File: src/rtl/out_port_fifo_if.sv
// ============================================================================
// Module   : out_port_fifo_if
// Purpose  : Bus-side and device-side signal bundle for out_port_fifo.
// Revision : 1.0 - initial release
// ============================================================================
`default_nettype none

interface out_port_fifo_if #(
   parameter int WIDTH  = 32,
   parameter int DEPTH  = 8,
   parameter int NUM_CH = 4
);
   localparam int c_ch_w  = $clog2(NUM_CH);
   localparam int c_cnt_w = $clog2(DEPTH) + 1;

   logic                OutPortIn;
   logic [WIDTH-1:0]    BusMuxOut;
   logic [c_ch_w-1:0]   ch_sel;
   logic                ovf_clr;
   logic [WIDTH-1:0]    out_data;
   logic [c_ch_w-1:0]   out_ch;
   logic                out_valid;
   logic                out_ready;
   logic [WIDTH-1:0]    last_out;
   logic                full;
   logic                empty;
   logic [c_cnt_w-1:0]  count;
   logic                overflow;

   modport master (
      output OutPortIn, BusMuxOut, ch_sel, ovf_clr, out_ready,
      input  out_data, out_ch, out_valid, last_out, full, empty, count, overflow
   );

   modport slave (
      input  OutPortIn, BusMuxOut, ch_sel, ovf_clr, out_ready,
      output out_data, out_ch, out_valid, last_out, full, empty, count, overflow
   );
endinterface

`default_nettype wire

File: src/rtl/out_port_fifo.sv
// ============================================================================
// Module   : out_port_fifo
// Purpose  : Channel-tagged show-ahead output FIFO, or legacy output register.
// Revision : 1.0 - initial release
// ============================================================================
`default_nettype none

module out_port_fifo #(
   parameter int WIDTH  = 32,
   parameter int DEPTH  = 8,
   parameter int NUM_CH = 4,
   parameter int MODE   = 0
) (
   input  wire logic       clock,
   input  wire logic       clear,
   out_port_fifo_if.slave  bus
);
   localparam int c_ch_w   = $clog2(NUM_CH);
   localparam int c_addr_w = $clog2(DEPTH);

   generate
      if (MODE == 0) begin : g_fifo
         localparam logic [c_addr_w:0] c_ptr_one = 1;

         logic [c_addr_w:0]   r_rd_ptr;
         logic [c_addr_w:0]   r_wr_ptr;
         logic [WIDTH-1:0]    r_mem_data [DEPTH];
         logic [c_ch_w-1:0]   r_mem_ch   [DEPTH];
         logic [WIDTH-1:0]    r_last;
         logic                r_ovf;
         logic                w_empty;
         logic                w_full;
         logic                w_pop;
         logic                w_push;
         logic                w_drop;

         // Extra pointer MSB distinguishes full from empty when low bits match.
         assign w_empty = (r_wr_ptr == r_rd_ptr);
         assign w_full  = (r_wr_ptr[c_addr_w-1:0] == r_rd_ptr[c_addr_w-1:0]) &&
                          (r_wr_ptr[c_addr_w] != r_rd_ptr[c_addr_w]);
         assign w_pop   = !w_empty && bus.out_ready;
         assign w_push  = bus.OutPortIn && (!w_full || w_pop);
         assign w_drop  = bus.OutPortIn && w_full && !w_pop;

         always_ff @(posedge clock or negedge clear) begin
            if (!clear) begin
               r_rd_ptr <= '0;
               r_wr_ptr <= '0;
               r_last   <= '0;
               r_ovf    <= 1'b0;
               for (int i = 0; i < DEPTH; i++) begin
                  r_mem_data[i] <= '0;
                  r_mem_ch[i]   <= '0;
               end
            end else begin
               if (w_push) begin
                  r_mem_data[r_wr_ptr[c_addr_w-1:0]] <= bus.BusMuxOut;
                  r_mem_ch[r_wr_ptr[c_addr_w-1:0]]   <= bus.ch_sel;
                  r_wr_ptr <= r_wr_ptr + c_ptr_one;
                  r_last   <= bus.BusMuxOut;
               end
               if (w_pop) begin
                  r_rd_ptr <= r_rd_ptr + c_ptr_one;
               end
               // A dropped write outranks a simultaneous clear request.
               if (w_drop) begin
                  r_ovf <= 1'b1;
               end else if (bus.ovf_clr) begin
                  r_ovf <= 1'b0;
               end
            end
         end

         assign bus.out_data  = r_mem_data[r_rd_ptr[c_addr_w-1:0]];
         assign bus.out_ch    = r_mem_ch[r_rd_ptr[c_addr_w-1:0]];
         assign bus.out_valid = !w_empty;
         assign bus.last_out  = r_last;
         assign bus.full      = w_full;
         assign bus.empty     = w_empty;
         assign bus.count     = r_wr_ptr - r_rd_ptr;
         assign bus.overflow  = r_ovf;
      end else begin : g_legacy
         logic [WIDTH-1:0]    r_data;
         logic [c_ch_w-1:0]   r_ch;
         logic                r_valid;
         logic                w_unused;

         // The device side has no back-pressure in this mode.
         assign w_unused = bus.out_ready ^ bus.ovf_clr;

         always_ff @(posedge clock or negedge clear) begin
            if (!clear) begin
               r_data  <= '0;
               r_ch    <= '0;
               r_valid <= 1'b0;
            end else begin
               r_valid <= bus.OutPortIn;
               if (bus.OutPortIn) begin
                  r_data <= bus.BusMuxOut;
                  r_ch   <= bus.ch_sel;
               end
            end
         end

         assign bus.out_data  = r_data;
         assign bus.out_ch    = r_ch;
         assign bus.out_valid = r_valid;
         assign bus.last_out  = r_data;
         assign bus.full      = 1'b0;
         assign bus.empty     = 1'b1;
         assign bus.count     = '0;
         assign bus.overflow  = 1'b0;
      end
   endgenerate

endmodule

`default_nettype wire

File: src/flat_wrapper.sv
// flat-port wrapper written by rule: the top's interface ports become plain ports
module out_port_fifo_flat 
#(
   parameter int WIDTH  = 32,
   parameter int DEPTH  = 8,
   parameter int NUM_CH = 4,
   parameter int MODE   = 0
)
  (clock, clear, bus_OutPortIn, bus_BusMuxOut, bus_ch_sel, bus_ovf_clr, bus_out_ready, bus_out_data, bus_out_ch, bus_out_valid, bus_last_out, bus_full, bus_empty, bus_count, bus_overflow);
  out_port_fifo_if #(.WIDTH(WIDTH), .DEPTH(DEPTH), .NUM_CH(NUM_CH)) bus_i ();
  input  wire logic clock;
  input  wire logic clear;
  input wire logic [$bits(bus_i.OutPortIn)-1:0] bus_OutPortIn;
  input wire logic [$bits(bus_i.BusMuxOut)-1:0] bus_BusMuxOut;
  input wire logic [$bits(bus_i.ch_sel)-1:0] bus_ch_sel;
  input wire logic [$bits(bus_i.ovf_clr)-1:0] bus_ovf_clr;
  input wire logic [$bits(bus_i.out_ready)-1:0] bus_out_ready;
  output wire logic [$bits(bus_i.out_data)-1:0] bus_out_data;
  output wire logic [$bits(bus_i.out_ch)-1:0] bus_out_ch;
  output wire logic [$bits(bus_i.out_valid)-1:0] bus_out_valid;
  output wire logic [$bits(bus_i.last_out)-1:0] bus_last_out;
  output wire logic [$bits(bus_i.full)-1:0] bus_full;
  output wire logic [$bits(bus_i.empty)-1:0] bus_empty;
  output wire logic [$bits(bus_i.count)-1:0] bus_count;
  output wire logic [$bits(bus_i.overflow)-1:0] bus_overflow;
  assign bus_i.OutPortIn = bus_OutPortIn;
  assign bus_i.BusMuxOut = bus_BusMuxOut;
  assign bus_i.ch_sel = bus_ch_sel;
  assign bus_i.ovf_clr = bus_ovf_clr;
  assign bus_i.out_ready = bus_out_ready;
  assign bus_out_data = bus_i.out_data;
  assign bus_out_ch = bus_i.out_ch;
  assign bus_out_valid = bus_i.out_valid;
  assign bus_last_out = bus_i.last_out;
  assign bus_full = bus_i.full;
  assign bus_empty = bus_i.empty;
  assign bus_count = bus_i.count;
  assign bus_overflow = bus_i.overflow;
  out_port_fifo #(.WIDTH(WIDTH), .DEPTH(DEPTH), .NUM_CH(NUM_CH), .MODE(MODE)) u_core (.clock(clock), .clear(clear), .bus(bus_i));
endmodule
File: config.mk
export PLATFORM = sky130hd
export DESIGN_NAME = out_port_fifo_flat
export DESIGN_NICKNAME = d
export VERILOG_FILES = /design/src/rtl/out_port_fifo_if.sv /design/src/rtl/out_port_fifo.sv /design/src/flat_wrapper.sv
export SDC_FILE = /design/constraint.sdc
export NUM_CORES = 1
export LEC_CHECK = 0
export ABC_AREA = 1
export BUFFER_PORTS_ARGS = -buffer_cell sky130_fd_sc_hd__buf_2
export CAP_MARGIN = 10
export CORE_MARGIN = 10
export CORE_UTILIZATION = 40
export CTS_CLUSTER_DIAMETER = 100
export DETAILED_ROUTE_END_ITERATION = 16
export GPL_TIMING_DRIVEN = 0
export PLACE_DENSITY = 0.66
export SYNTH_ARGS = -nofsm -noshare
export SYNTH_HDL_FRONTEND = slang
export SYNTH_SLANG_ARGS = --single-unit
export TNS_END_PERCENT = 50
File: constraint.sdc
create_clock -name clock -period 4.52 [get_ports clock]
set_input_delay 0.904 -clock clock [delete_from_list [all_inputs] [get_ports clock]]
set_output_delay 0.904 -clock clock [all_outputs]
set_load 0.02 [all_outputs]
# --- Yosys cells after proc, flatten, opt, wreduce, memory -nomap -nowiden ---
# Index checks and enable logic that the tools add are counted.
classes:
  add_sub_neg: 3
  n_lt_le_gt_ge: 3
  eq_ne: 3
  n_mux: 14
  bitwise_logic: 2
  reduce_logical: 11
op_table:
  columns: ["operator", "n"]
  rows:
  - ["bitwise mux 256 bit", 1]
  - ["binary-select mux 32 bit (select 3 bit)", 1]
  - ["demux 32 bit (select 3 bit)", 1]
  - ["2-to-1 mux 32 bit", 3]
  - ["bitwise mux 16 bit", 1]
  - ["adder 4 x 1 -> 4 bit, second input constant", 2]
  - [">= comparator 4 bit, second input constant", 2]
  - ["NOT 3 -> 4 bit", 2]
  - ["binary-select mux 2 bit (select 3 bit)", 1]
  - ["demux 2 bit (select 3 bit)", 1]
  - ["logical AND 1 bit", 6]
  - ["2-to-1 mux 2 bit", 3]
  - ["equality test 4 bit", 1]
  - ["less-than comparator 4 x 1 -> 1 bit, second input constant", 1]
  - ["subtractor 4 bit", 1]
  - ["equality test 3 bit", 1]
  - ["logical NOT 1 bit", 3]
  - ["2-to-1 mux 1 bit", 2]
  - ["nonzero test 2 bit", 1]
  - ["logical OR 1 bit", 1]
  - ["!= test 1 bit", 1]
totals:
  ff_bits: 313
  in_bits: 39
  out_inout_bits: 74
  word_cells: 56

# --- Longest topological paths before layout ---
# Gate-level depths: netlist of run 1.
depth:
  word_depth: 6
  depth_mapped: 12
  depth_no_buf: 9

# --- Worst setup path before layout of run 1 ---
# Ideal clock, no wire load.
synth_path:
  path_kind: "reg2out"
  from: "reg u_core.g_fifo.r_rd_ptr[1]"
  to: "out bus_count[3]"
  arrival_ps: 1793
  required_ps: 3616
  slack_ps: 1823
  path_stages_with_launch: 7
  path_buffers: 1
  cell_sequence: "dfrtp_1 > clkinv_1 > clkbuf_1 > ha_1 > nand2_2 > o21ai_0 > xor2_1"
synth_between:
  elab_chain_cells: 1
synth_lines:
  columns: ["element", "line", "text"]
  rows:
  - ["from (decl)", "out_port_fifo.sv:25", "logic [c_addr_w:0] r_rd_ptr;"]
  - ["from (signal assigned)", "out_port_fifo.sv:63", "r_rd_ptr <= r_rd_ptr + c_ptr_one;"]
  - ["subtractor 4 bit", "out_port_fifo.sv:80", "assign bus.count = r_wr_ptr - r_rd_ptr;"]
  - ["to (decl)", "flat_wrapper.sv:24", "output wire logic [$bits(bus_i.count)-1:0] bus_count;"]
# No other way between the ends.

# --- Final worst setup path of run 1 ---
# Ends and elaborated chain as after synthesis.

==> flow_metrics.env, run 1 <==
export IMPL_setup_total_negative_slack_ns=0
export IMPL_avgSynthCellArea_um2=7.644
export IMPL_wl_per_cell_um=20.74
export IMPL_final_antenna_net_count=0
export IMPL_synth_top_area_share_pct=49.74
export IMPL_fmaxAchievable_mhz=246.1
export IMPL_synth_top_family_by_area="simple AND/OR/NAND/NOR gates"
export IMPL_final_hold_worst_slack_ns=0.2904
export IMPL_cp_arrival_ns=3.16
export IMPL_netlist_cell_type_count=28
export IMPL_cp_data_required_time_ns=3.62
export IMPL_violation_count_after_the_first_detailed_routing_iteration=1793
export IMPL_buffer_ports_inserted=77
export IMPL_post_dp_hpwl_um=38800
export IMPL_dr_total_vias=15490
export IMPL_synth_top_cell_by_area="sky130_fd_sc_hd__dfrtp_1"
export IMPL_worst_path_dominant_cell_family="buffers and inverters"
export IMPL_clk_root_buffer_cell="sky130_fd_sc_hd__clkbuf_16"
export IMPL_worstSetupPathType="register to primary output"
export IMPL_insertion_delay_ns=0.55
export IMPL_synth_adder_area_share_pct=0.5244
export IMPL_worst_path_max_fanout=10
export IMPL_synth_fp_nets=2105
export IMPL_synth_edff_count=0
export IMPL_grt_antenna_before_repair=0
export IMPL_post_synthesis_sequential_area_ratio_pct=49.74
export IMPL_crit_path_top_delay_cell="sky130_fd_sc_hd__dfrtp_1"
export IMPL_initial_core_utilization_pct=40.55
export IMPL_drv_slew=0
export IMPL_grt_start_max_net_pins=90
export IMPL_crit_path_cell_trace="clkinv_1 > clkbuf_1 > ha_1 > nand2_2 > o21ai_0 > xor2_1 > buf_2"
export IMPL_synth_most_common_cell="sky130_fd_sc_hd__nand2_1"
export IMPL_fraction_of_the_mapped_netlist_area_in_compound_gates_pct=5.562
export IMPL_timing_slew_headroom_pct=37.91
export IMPL_num_antenna_cells=0
export IMPL_netlist_area_um2=15750
export IMPL_tritoncts_num_buffers=37
export IMPL_netlist_instances=2060
export IMPL_yosys_register_bits=313
export IMPL_setup_viol=0
export IMPL_total_leakage_power_nw=9.290
export IMPL_postSynth_asyncResetShare_pct=100.0
export IMPL_critPathMaxStageDelay_ns=0.71
export IMPL_post_synth_xor_area_fraction_pct=0.2781
export IMPL_overflow=0
export IMPL_dp_cells=2658
export IMPL_dieArea_um2=47700
export IMPL_num_nets_final=2224
export IMPL_die_width_um=218.4
export IMPL_drive_above_1_share_pct=11.97
export IMPL_core_area_um2=38830
export IMPL_outcome="complete, no violations"
export IMPL_io_pins=113
export IMPL_power_density_cell_area_nw_per_um2=784.4
export IMPL_vias_in_the_first_global_route=14760
export IMPL_timing_hold_worst_class="input port to asynchronous set/reset pin"
export IMPL_yosys_warnings=0
export IMPL_final_fill_count=3791
export IMPL_drc_errors=0
export IMPL_crit_buf_inv=3
export IMPL_crit_cells=7
export IMPL_cts_repair_resized=0
export IMPL_muxShareOfSynthArea_pct=0
export IMPL_worst_r2r_cell_count=11
export IMPL_r2r_setup_slk_ns=1.14
export IMPL_row_count=72
export IMPL_floorplan_die_height_um=218.4
export IMPL_fin_worst_skew_ns=0.01787
export IMPL_post_route_min_period_ns=4.063
export IMPL_layout_area_overhead_vs_synth_pct=15.36
export IMPL_ys_top_cells_by_area="sky130_fd_sc_hd__dfrtp_1 (50%), sky130_fd_sc_hd__nand2_1 (18%), sky130_fd_sc_hd__nand4_1 (11%)"
export IMPL_synth_simple_gate_area_share_pct=37.31
export IMPL_maxCapViolCount=0
export IMPL_cts_path_max_buffers=3
export IMPL_finalNonFillerCells=2724
export IMPL_htreeDepth=2
export IMPL_layout_worst_path_cycle_share_pct=89.89
export IMPL_cts_tree="built"
export IMPL_ir_drop_uv=681.8
export IMPL_grt_setup_unrepaired="false"
export IMPL_place_area_um2=16870
export IMPL_clk_pin_slew_worst_paths_ns=0.06
export IMPL_final_hold_viol_count=0
export IMPL_synth_main_ff_cell="sky130_fd_sc_hd__dfrtp_1"
export IMPL_postCtsSetupBuffers=0
export IMPL_post_route_cell_area_um2=18160
export IMPL_avgViaCountPerCell=5.687
export IMPL_setup_worst_path_end_class="primary output"
export IMPL_gpl_final_weighted_congestion=0.9168
export IMPL_cts_hold_repair_buffers=0
export IMPL_design_power_total_mw=14.25
export IMPL_tritoncts_num_sinks=313
export IMPL_wirelength_um=56510
export IMPL_global_route_wire_length_before_repair_um=86750
export IMPL_drt_pass1_iterations=6
export IMPL_grtUsageTotal_pct=23.26
export IMPL_worst_pin_slew_ns=0.9314
export IMPL_netlist_top_cells_count="sky130_fd_sc_hd__nand2_1 (770), sky130_fd_sc_hd__dfrtp_1 (313), sky130_fd_sc_hd__nand4_1 (273), sky130_fd_sc_hd__nor2_1 (239), sky130_fd_sc_hd__o21ai_0 (158)"
export IMPL_cp_start_kind="register"
registers in the layout, summed over array words and instances (netlist names):
register,flops
u_core.bus.last_out,32
u_core.bus.overflow,1
u_core.g_fifo.r_mem_ch,16
u_core.g_fifo.r_mem_data,256
u_core.g_fifo.r_rd_ptr,4
u_core.g_fifo.r_wr_ptr,4
worst reg2reg max path, cell delays in order (launching register included):
cell,delay (ns)
sky130_fd_sc_hd__dfrtp_1,0.71
sky130_fd_sc_hd__clkinv_1,0.49
sky130_fd_sc_hd__clkbuf_1,0.38
sky130_fd_sc_hd__ha_1,0.37
sky130_fd_sc_hd__nand2_2,0.09
sky130_fd_sc_hd__nor2_4,0.04
sky130_fd_sc_hd__nand3_1,0.09
sky130_fd_sc_hd__buf_6,0.16
sky130_fd_sc_hd__buf_2,0.35
sky130_fd_sc_hd__buf_2,0.29
sky130_fd_sc_hd__nand4_1,0.21
sky130_fd_sc_hd__nand2_1,0.13
final cells by class:
| class | instances | area, um2 | share of cell area (%) |
|---|---|---|---|
| Multi-Input combinational cell | 1524 | 6877 | 37.86 |
| Timing Repair Buffer | 80 | 478.0 | 2.631 |
| Sequential cell | 313 | 7833 | 43.12 |
| Clock buffer | 59 | 1151 | 6.337 |
| Clock inverter | 7 | 141.4 | 0.7783 |
| Tap cell | 518 | 648.1 | 3.568 |
| Inverter | 16 | 60.06 | 0.3306 |
| Buffer | 207 | 977.2 | 5.380 |
kinds of logic after synthesis:
group           after synthesis
simple gates               1338
xor+xnor                      5
fa+ha+maj                     6
flops                       313
buf+inv                     223
compound gates              175
through the flow:
stage | utilization [%] | setup slack, ns
after floorplan | - | 1.823
after global placement | 43.22 | -3.562
after detailed placement | 43.46 | 1.094
after CTS | 46.78 | 0.4761
after global routing | 46.78 | 0.3196
final | 46.78 | 0.4569
layout by cell type (no fill, tap or decap), types with 26 or more instances in the layout:
| cell type | count |
|---|---|
| sky130_fd_sc_hd__nand3_1 | 37 |
| sky130_fd_sc_hd__nand2_1 | 770 |
| sky130_fd_sc_hd__o21ai_0 | 158 |
| sky130_fd_sc_hd__dfrtp_1 | 313 |
| sky130_fd_sc_hd__buf_2 | 165 |
| sky130_fd_sc_hd__buf_1 | 26 |
| sky130_fd_sc_hd__nand4_1 | 273 |
| sky130_fd_sc_hd__clkbuf_16 | 39 |
| sky130_fd_sc_hd__clkbuf_1 | 86 |
| sky130_fd_sc_hd__nor2_1 | 239 |
path summary, 6_finish.rpt:
check	start	to
max reg2reg	u_core.g_fifo.r_rd_ptr[1]	u_core.g_fifo.r_mem_data[106]
min reg2reg	u_core.g_fifo.r_mem_data[205]	u_core.g_fifo.r_mem_data[205]
max in group asynchronous	clear	u_core.g_fifo.r_mem_data[199]
min	clear	u_core.g_fifo.r_mem_data[184]
min in group clock	u_core.g_fifo.r_mem_data[205]	u_core.g_fifo.r_mem_data[205]
max	u_core.g_fifo.r_rd_ptr[1]	bus_count[3]
where the power goes:
group	switching, mW	internal [mW]
sequential	0.691	4.00
combinational	4.45	1.91
clock	1.23	1.97
total	6.36	7.88
layer usage:
layer  share of wire [%]  vias up  wire length [um]  track usage (%)
li1                    -     7058                 -                -
met1                  42     7593             23810            31.10
met2                  45      707             25580            36.16
met3                 9.0      134              5101            5.414
met4                 3.6        0              2014            8.355
met5                   0        -                 0                0
No activity file was read; power rests on OpenSTA's default activity.
==> run 2: changes to the inputs <==
- clock period: 4.52 -> 4 ns (I/O delays scaled with it)
==> run 2 against run 1 <==
Net effect:
- hold slack lost 0.10 ns
- final area hardly changed
- combinational power increased by 13%
- register-to-register slack got worse by 0.20 ns
- largest power group unchanged
==> flow_metrics.env, run 2 (synthesis gave the netlist of run 1 again) <==
export IMPL_outcome="complete, no violations"
export IMPL_power_frac_seq_pct=32.9
export IMPL_num_antenna_cells=0
export IMPL_insertion_delay_ns=0.55
export IMPL_timing_hold_worst_class="input port to asynchronous set/reset pin"
export IMPL_clk_root_buffer_cell="sky130_fd_sc_hd__clkbuf_16"
export IMPL_num_nets_final=2224
export IMPL_layout_worst_path_cycle_share_pct=95.83
export IMPL_violation_count_after_the_first_detailed_routing_iteration=1791
export IMPL_final_util_pct=46.80
export IMPL_intPower_mw=8.911
export IMPL_crit_path_cell_trace="buf_2 > buf_4 > buf_2 > nor2_1 > nor2_1 > o21ai_0 > nand2_1 > nand2_1 > nand2_1 > buf_2"
export IMPL_maxCapViolCount=0
export IMPL_fmaxAchievable_mhz=260.9
export IMPL_worstSetupPathType="register to primary output"
export IMPL_multi_input_comb_area_um2=6877
export IMPL_die_width_um=218.4
export IMPL_post_route_min_period_ns=3.833
export IMPL_area_sequential_um2=7834
export IMPL_wirelength_um=56520
export IMPL_final_hold_viol_count=0
export IMPL_crit_buf_inv=4
export IMPL_tritoncts_num_buffers=37
export IMPL_io_pins=113
export IMPL_global_route_wire_length_before_repair_um=86750
export IMPL_tritoncts_num_sinks=313
export IMPL_initial_core_utilization_pct=40.55
export IMPL_grtUsageTotal_pct=23.26
export IMPL_total_leakage_power_nw=9.288
export IMPL_setup_worst_path_end_class="primary output"
export IMPL_cts_tree="built"
export IMPL_cp_start_kind="register"
export IMPL_grt_start_max_net_pins=90
export IMPL_dieArea_um2=47700
export IMPL_clk_pin_slew_worst_paths_ns=0.06
export IMPL_cts_path_max_buffers=3
export IMPL_dr_total_vias=15470
export IMPL_cts_hold_repair_buffers=0
export IMPL_floorplan_die_height_um=218.4
export IMPL_final_fill_count=3788
export IMPL_ir_drop_uv=770.5
export IMPL_drv_slew=0
export IMPL_grt_antenna_before_repair=0
export IMPL_gpl_final_weighted_congestion=0.9168
export IMPL_buffer_ports_inserted=77
export IMPL_avgViaCountPerCell=5.680
export IMPL_overflow=0
export IMPL_combPwrFrac_pct=44.6
export IMPL_final_antenna_net_count=0
export IMPL_layout_common_cells="sky130_fd_sc_hd__nand2_1 (770), sky130_fd_sc_hd__dfrtp_1 (312), sky130_fd_sc_hd__nand4_1 (273)"
export IMPL_layout_setup_ws_ns=0.1668
export IMPL_vias_in_the_first_global_route=14760
export IMPL_largest_register_ff_count=256
export IMPL_p_clk_share_pct=22.4
export IMPL_wl_per_cell_um=20.75
export IMPL_post_dp_hpwl_um=38800
export IMPL_row_count=72
export IMPL_grt_setup_unrepaired="false"
export IMPL_critPathMaxStageDelay_ns=0.64
export IMPL_largest_reg_by_ff_count="u_core.g_fifo.r_mem_data"
export IMPL_drt_pass1_iterations=6
export IMPL_layout_area_overhead_vs_synth_pct=15.39
export IMPL_cp_arrival_ns=3.03
export IMPL_power_net_switching_mw=7.190
export IMPL_core_area_um2=38830
export IMPL_power_density_cell_area_nw_per_um2=886.1
export IMPL_cp_data_required_time_ns=3.20
export IMPL_drc_errors=0
export IMPL_worst_path_dominant_cell_family="buffers and inverters"
export IMPL_swShare_pct=44.66
export IMPL_fin_worst_skew_ns=0.02220
export IMPL_placement_setup_worst_slack_ns=0.6778
export IMPL_htreeDepth=2
export IMPL_layout_cells_most_common="sky130_fd_sc_hd__nand2_1"
export IMPL_worst_path_max_fanout=10
export IMPL_setup_viol=0
export IMPL_drive_above_1_share_pct=12.06
export IMPL_crit_path_top_delay_cell="sky130_fd_sc_hd__dfrtp_1"
export IMPL_worst_pin_slew_ns=0.9436
export IMPL_timing_slew_headroom_pct=37.10
export IMPL_postCtsSetupBuffers=0
run 2: cell types whose count changed in the layout (fill, tap and decap cells not counted), sizes merged:
| cell | before | now |
|---|---|---|
| clkinvlp | 1 | 2 |
| clkinv | 3 | 2 |
run 2: path summary, 6_finish.rpt:
path	cells past startpoint	end	from	slack (ns)
hold / removal	1	u_core.g_fifo.r_mem_data[184]	clear	0.19
max in group asynchronous	3	u_core.g_fifo.r_mem_data[230]	clear	2.56
setup reg to reg	11	u_core.g_fifo.r_mem_data[106]	u_core.g_fifo.r_rd_ptr[1]	0.94
min in group clock	2	u_core.bus.overflow	bus_ovf_clr	0.44
setup / recovery	10	bus_out_data[30]	u_core.g_fifo.r_rd_ptr[0]	0.17
hold reg to reg	2	u_core.g_fifo.r_mem_data[205]	u_core.g_fifo.r_mem_data[205]	0.46
run 2: routing by layer:
metal	vias up	track usage [%]	routed length, um
li1	7059	-	-
met5	-	0	0
met3	129	5.414	5295
met1	7564	31.10	23610
met4	0	8.355	1944
met2	719	36.16	25670
run 2: power groups by stage:
stage | combinational, mW | sequential (mW) | clock (mW)
floorplan | 4.69 | 5.17 | 0
global placement | 6.96 | 5.26 | 0
detailed placement | 7.10 | 5.30 | 0
CTS | 7.14 | 5.27 | 3.64
global route | 8.01 | 5.44 | 3.78
finish | 7.19 | 5.30 | 3.61
run 2: per-stage QoR:
stage | total power [mW] | cell area, um2 | hold WS [ns] | std cells | TNS, ns
after floorplan | 9.861 | 15750 | 0.4366 | 2060 | 0
after global placement | 12.22 | 16780 | 0.4474 | 2655 | -1232.32
after detailed placement | 12.40 | 16870 | 0.4531 | 2658 | 0
after CTS | 16.04 | 18160 | 0.2173 | 2724 | 0
after global routing | 17.22 | 18170 | 0.2375 | 2724 | 0
final | 16.10 | 18170 | 0.1861 | 2724 | 0
run 2: cell type report:
type / instances / share of cell area [%]
well taps: 518 / 3.567
plain buffers: 207 / 5.378
inverters: 16 / 0.3512
clock inverters: 7 / 0.7781
repair buffers: 80 / 2.630
multi-input cells: 1524 / 37.85
flip-flops and latches: 313 / 43.11
clock buffers: 59 / 6.335
run 2: what timing repair did:
| item | in CTS | in global routing |
|---|---|---|
| endpoints found under the hold margin | 0 | 0 |
| gates resized for setup | 0 | 2 |
| endpoints found under the setup margin | 0 | 2 |
run 2: worst reg2reg max path, cell delays in order (launching register included):
cell,delay (ns)
sky130_fd_sc_hd__dfrtp_2,0.58
sky130_fd_sc_hd__clkinvlp_4,0.33
sky130_fd_sc_hd__clkbuf_1,0.34
sky130_fd_sc_hd__ha_1,0.37
sky130_fd_sc_hd__nand2_2,0.09
sky130_fd_sc_hd__nor2_4,0.04
sky130_fd_sc_hd__nand3_1,0.09
sky130_fd_sc_hd__buf_6,0.16
sky130_fd_sc_hd__buf_2,0.36
sky130_fd_sc_hd__buf_2,0.29
sky130_fd_sc_hd__nand4_1,0.21
sky130_fd_sc_hd__nand2_1,0.13
